File: src/rtl/xbus_feeder.sv
// X-bus feeder: per-column tag configuration over a lock handshake, then broadcast of a tagged word stream.
// Optional stall timeout is enabled by defining XBUS_TIMEOUT_EN.
module xbus_feeder #(
  parameter int DATA_WIDTH     = 16,
  parameter int NUM_COL        = 4,
  parameter int TAG_W          = $clog2(NUM_COL) + 1,
  parameter int TIMEOUT_CYCLES = 1024
) (
  input  logic                     clk,
  input  logic                     rstn,
  input  logic                     cfg_start,
  input  logic [NUM_COL-1:0]       col_en,
  output logic [NUM_COL*TAG_W-1:0] tag_out,
  input  logic [NUM_COL-1:0]       tag_lock,
  output logic                     cfg_done,
  input  logic                     s_valid,
  output logic                     s_ready,
  input  logic [DATA_WIDTH-1:0]    s_data,
  input  logic [TAG_W-1:0]         s_tag,
  input  logic                     s_last,
  output logic                     bus_valid,
  output logic [DATA_WIDTH-1:0]    bus_data,
  output logic [TAG_W-1:0]         bus_tag,
  input  logic [NUM_COL-1:0]       bus_ready,
  output logic                     frame_done,
  output logic                     err
);
  localparam int KW = $clog2(NUM_COL);

  typedef enum logic [2:0] {IDLE, CFG_DRIVE, CFG_WAIT, READY, STREAM} state_e;

  state_e                         state_q;
  logic [KW-1:0]                  k_q;
  logic [NUM_COL-1:0]             col_en_q;
  logic [NUM_COL-1:0][TAG_W-1:0]  tag_q;
  logic                           bus_valid_q;
  logic [DATA_WIDTH-1:0]          bus_data_q;
  logic [TAG_W-1:0]               bus_tag_q;
  logic                           last_q;
  logic                           err_q;

  logic all_rdy, retire, accept, k_last, cfg_restart;
  logic bus_to, cfg_to, retire_any;

  assign all_rdy     = &(bus_ready | ~col_en_q);
  assign retire      = bus_valid_q & all_rdy;
  assign k_last      = (k_q == KW'(NUM_COL - 1));
  assign cfg_restart = cfg_start & ((state_q == IDLE) | (state_q == READY));
  assign cfg_done    = (state_q == READY) | (state_q == STREAM);
  // A restart in READY takes priority over a word arriving in the same cycle.
  assign s_ready     = cfg_done & (~bus_valid_q | retire) & ~cfg_restart;
  assign accept      = s_valid & s_ready;
  assign retire_any  = retire | bus_to;

  assign tag_out    = tag_q;
  assign bus_valid  = bus_valid_q;
  assign bus_data   = bus_data_q;
  assign bus_tag    = bus_tag_q;
  assign frame_done = rstn & retire_any & last_q;

`ifdef XBUS_TIMEOUT_EN
  logic [15:0] cnt_q;
  logic        bus_stall, cfg_stall, cnt_hit;
  assign bus_stall = bus_valid_q & ~all_rdy;
  assign cfg_stall = (state_q == CFG_WAIT) & ~tag_lock[k_q];
  assign cnt_hit   = (cnt_q == 16'(TIMEOUT_CYCLES - 1));
  assign bus_to    = bus_stall & cnt_hit;
  assign cfg_to    = cfg_stall & cnt_hit;
  assign err       = err_q;

  always_ff @(posedge clk) begin
    if (!rstn)                                  cnt_q <= '0;
    else if ((bus_stall | cfg_stall) & ~cnt_hit) cnt_q <= cnt_q + 16'd1;
    else                                        cnt_q <= '0;
  end
`else
  assign bus_to = 1'b0;
  assign cfg_to = 1'b0;
  assign err    = 1'b0;
`endif

  always_ff @(posedge clk) begin
    if (!rstn) begin
      state_q     <= IDLE;
      k_q         <= '0;
      col_en_q    <= '0;
      tag_q       <= '0;
      bus_valid_q <= 1'b0;
      bus_data_q  <= '0;
      bus_tag_q   <= '0;
      last_q      <= 1'b0;
      err_q       <= 1'b0;
    end else begin
      if (cfg_restart) begin
        col_en_q <= col_en;
        k_q      <= '0;
        tag_q    <= '0;
        state_q  <= CFG_DRIVE;
      end else begin
        case (state_q)
          CFG_DRIVE: begin
            if (col_en_q[k_q]) begin
              tag_q[k_q] <= {1'b1, k_q};
              state_q    <= CFG_WAIT;
            end else begin
              tag_q[k_q] <= '0;
              if (k_last) state_q <= READY;
              else        k_q     <= k_q + KW'(1);
            end
          end
          CFG_WAIT: begin
            // A lock timeout skips the column but leaves its tag as driven.
            if (tag_lock[k_q] | cfg_to) begin
              if (k_last) state_q <= READY;
              else begin
                k_q     <= k_q + KW'(1);
                state_q <= CFG_DRIVE;
              end
            end
          end
          READY:   if (accept) state_q <= STREAM;
          STREAM:  if (retire_any & last_q & ~accept) state_q <= READY;
          default: ;
        endcase
      end

      if (accept) begin
        bus_valid_q <= 1'b1;
        bus_data_q  <= s_data;
        bus_tag_q   <= s_tag;
        last_q      <= s_last;
      end else if (retire_any) begin
        bus_valid_q <= 1'b0;
      end

      if (bus_to | cfg_to) err_q <= 1'b1;
    end
  end
endmodule

File: config.mk
export PLATFORM = sky130hd
export DESIGN_NAME = xbus_feeder
export DESIGN_NICKNAME = d
export VERILOG_FILES = /design/src/rtl/xbus_feeder.sv
export SDC_FILE = /design/constraint.sdc
export NUM_CORES = 1
export LEC_CHECK = 0
export CAP_MARGIN = 20
export CORE_ASPECT_RATIO = 2
export CORE_MARGIN = 5
export CORE_UTILIZATION = 47
export CTS_CLUSTER_DIAMETER = 120
export CTS_CLUSTER_SIZE = 30
export DETAILED_ROUTE_END_ITERATION = 12
export PLACE_DENSITY = 0.84
export SLEW_MARGIN = 5
export SYNTH_ARGS = -nofsm -noshare
export SYNTH_HDL_FRONTEND = slang
export SYNTH_SLANG_ARGS = --single-unit
export TNS_END_PERCENT = 100
File: constraint.sdc
create_clock -name clk -period 3.12 [get_ports clk]
set_clock_uncertainty 0.1 [all_clocks]
set_input_delay 0.468 -clock clk [delete_from_list [all_inputs] [get_ports clk]]
set_output_delay 0.468 -clock clk [all_outputs]
set_load 0.005 [all_outputs]
==> metrics.md <==
| Metric | Value |
|---|---|
| Status | finished clean |
| Worst endpoint required time | 2550 ps |
| Effective utilization at floorplan | 47.7% |
| Top cell type's share of synthesized area | 43.6% |
| Area leader, netlist | dfxtp_1 |
| Max Clk Rate | 0.410 GHz |
| Reg clk slew, reported paths | 80 ps |
| Overflow after GRT | 0 |
| Num rows | 33 |
| Die X | 55.3 um |
| Reg2Reg Depth | 5 |
| # fillers | 346 |
| Syn Inst Count | 204 |
| Final worst slack | 681 ps |
| FF+latch count, synth | 42 |
| Die Y | 101 um |
| M2 GR Usage | 30.9% |
| H-tree depth | 2 |
| Synth warn | 0 |
| Cell family with most CP delay | buffers and inverters |
| Area grow syn2layout | 42.5% |
| Routed WL | 4570 um |
| Die ar. | 5570 um^2 |
| GR peak layer | met2 |
| Slew HR | 60.4% |
| Register area share after synthesis | 43.6% |
| Setup_tns | 0 ps |
| Drt drc | 0 |
| Antenna violations before repair | 0 |
| Syn_nets | 244 |
| Slew @ Worst Pin | 590 ps |
| Hold_buf cts | 0 |
| Core Region | 4050 um^2 |
| Netlist cell types | 40 |
| Post-synthesis mux area share | 15.5% |
| RSZ-0062 raised after global routing | no |
| Ys flop type | dfxtp_1 |
| RD Place Congestion | 0.866 |
| # setup viols final | 0 |
| IO Pins | 72 |
| Final hold vios | 0 |
| Layout cell share with drive strength beyond 1 | 6.93% |
| WHS Path Cells | 2 |
| Maxcap violations | 0 |
| Post-Synth XOR/XNOR Area | 0.907% |
| Global Route Usage Sum | 17.3% |
| Final core occ | 68.0% |
| Worst min-delay path class | reg2reg |
| Crit-path max FO | 3 |
| CP startpoint kind | input pin |
| Crit path cell chain | clkdlybuf4s50_1, nand2b_1, a41o_1, o21a_1, clkdlybuf4s50_1 |
| First-pass iteration count of the detailed router | 4 |
| Overall power | 1.51 mW |
| Post-Synth Simple-Gate Area | 21.1% |
| Clk sinks | 42 |
| Main combinational cell family by area after synthesis | simple AND/OR/NAND/NOR gates |
| Slowest cell on crit path | clkdlybuf4s50_1 |
| Post-DRT Antenna Nets | 0 |
| Crit-path max cell delay | 490 ps |
| CTS buffer count | 5 |
| Nets | 313 |
| Largest net degree at the start of global routing | 30 |
| Instance count on the critical path | 5 |
| Number of global-route vias before repair | 1,740 |
| Fin. max-slew vios | 0 |
| Most common cell in the synthesized netlist | dfxtp_1 |
| Via density | 5.13 |
| Period minus WS final | 2440 ps |
| Critical Path AT | 1870 ps |
| Area contributors post-synth | dfxtp_1, mux2i_1, nor2b_1 |
| Power Dens Cells | 549 nW/um^2 |
| CP Class | in2out |
| Area fraction in compound gates after synthesis | 11.8% |
| EDFF count, synth | 0 |
| Worst path buffer plus inverter count | 2 |
| Top cells by count, synth | dfxtp_1, mux2i_1, nand2_1, nor2b_1, a21oi_1 |
| Maximum clock path buffer count | 2 |
| Async set-reset flop share out of synthesis | 0% |
| Global-route wire length before repair | 7800 um |
| Ant diodes | 0 |
| Met3 Usage GRT | 7.56% |
| Endpoint type of the worst setup path | output port |
| Mapped Avg Cell Area | 9.46 um^2 |
| Final Cycle Share | 78.2% |
| Resize count post-CTS | 0 |
| Initial DRC count | 16 |
| PortBufs | 70 |
| Synth Area in Adders | 2.59% |
| Static leakage | 0.930 nW |
| Worst-skew pair later-pin latency | 290 ps |
| Postcts setup bufs | 0 |
| Met1 Usage GRT | 17.8% |
| CTS tree | done |
| Worst-case vdd ir drop | 0.000497 V |
| Dpl hpwl | 3610 um |
| Reg area | 841 um^2 |
| Placement Setup Slack | 665 ps |
| Root Buffer | clkbuf_8 |
| Per-cell routed wire length | 14.0 um |
| Synth Cell Area | 1930 um^2 |
| Most used cell, CP | clkdlybuf4s50_1 |
| Multi-input logic area | 1010 um^2 |
| Final hold slack | 353 ps |
| Vias after detailed routing | 1,673 |
## per-stage QoR
step           cells  instance area (um^2)
5_1_grt          326                  2750
3_5_place_dp     318                  2660
6_report         326                  2750
2_1_floorplan    204                  1930
3_3_place_gp     318                  2660
4_1_cts          326                  2750
## cells by family (layout without fill, tap and decap cells)
group                      Yosys count  after routing
and+or+nand+nor                     76             76
other                                1              1
xor gates and xnor gates             2              2
DFF                                 42             42
adders and majority gates            4              4
buffers and inverters               17             87
muxes                               27             27
AOI/OAI and AO/OA                   35             35
## sequential cells by signal, indices dropped and copies added (netlist names)
signal / flops
tag_out: 12
bus_valid: 1
state_q: 3
last_q: 1
bus_data: 16
col_en_q: 4
k_q: 2
bus_tag: 3
## power by group
part	internal [mW]	switching, mW
registers	0.583	0.0739
logic	0.244	0.247
clock network	0.179	0.185
total	1.01	0.506
## worst register-to-register path, cell delays in order (launching register included)
cell and delay [ps]:
dfxtp_1 540, mux4_2 650, or4_4 450, o41ai_2 100
mux2i_1 250, nor2_1 60
## placed cells by master, fill, tap and decap left out, drive strengths merged, types with 3 or more instances in the layout
cell	n
a21boi	7
a21oi	12
buf	3
clkbuf	7
clkdlybuf4s50	70
dfxtp	42
ha	4
inv	6
mux2i	25
nand2	23
nand2b	6
nand3	9
nor2	8
nor2b	20
o21ai	7
## worst paths after layout
path                 from         end  slack, ps
max          bus_ready[1]     s_ready        680
min            tag_out[2]  tag_out[2]        350
max reg2reg        k_q[0]      k_q[1]        880
min reg2reg    tag_out[2]  tag_out[2]        350
## per-layer routing
layer	wire length, um	share of wire, %	vias to the layer above
li1	-	-	835
met5	0	0	-
met3	416	9.1	7
met2	2420	53	64
met4	63	1.4	0
met1	1680	37	767
## layout make-up
cell class | count | area share (%)
clock buffers | 7 | 3.14
repair buffers | 73 | 26.3
clock inverters | 1 | 0.182
multi-input cells | 145 | 36.7
flip-flops and latches | 42 | 30.6
well taps | 52 | 2.36
inverters | 6 | 0.819
Note: power is estimated with default switching activity, not from simulation.
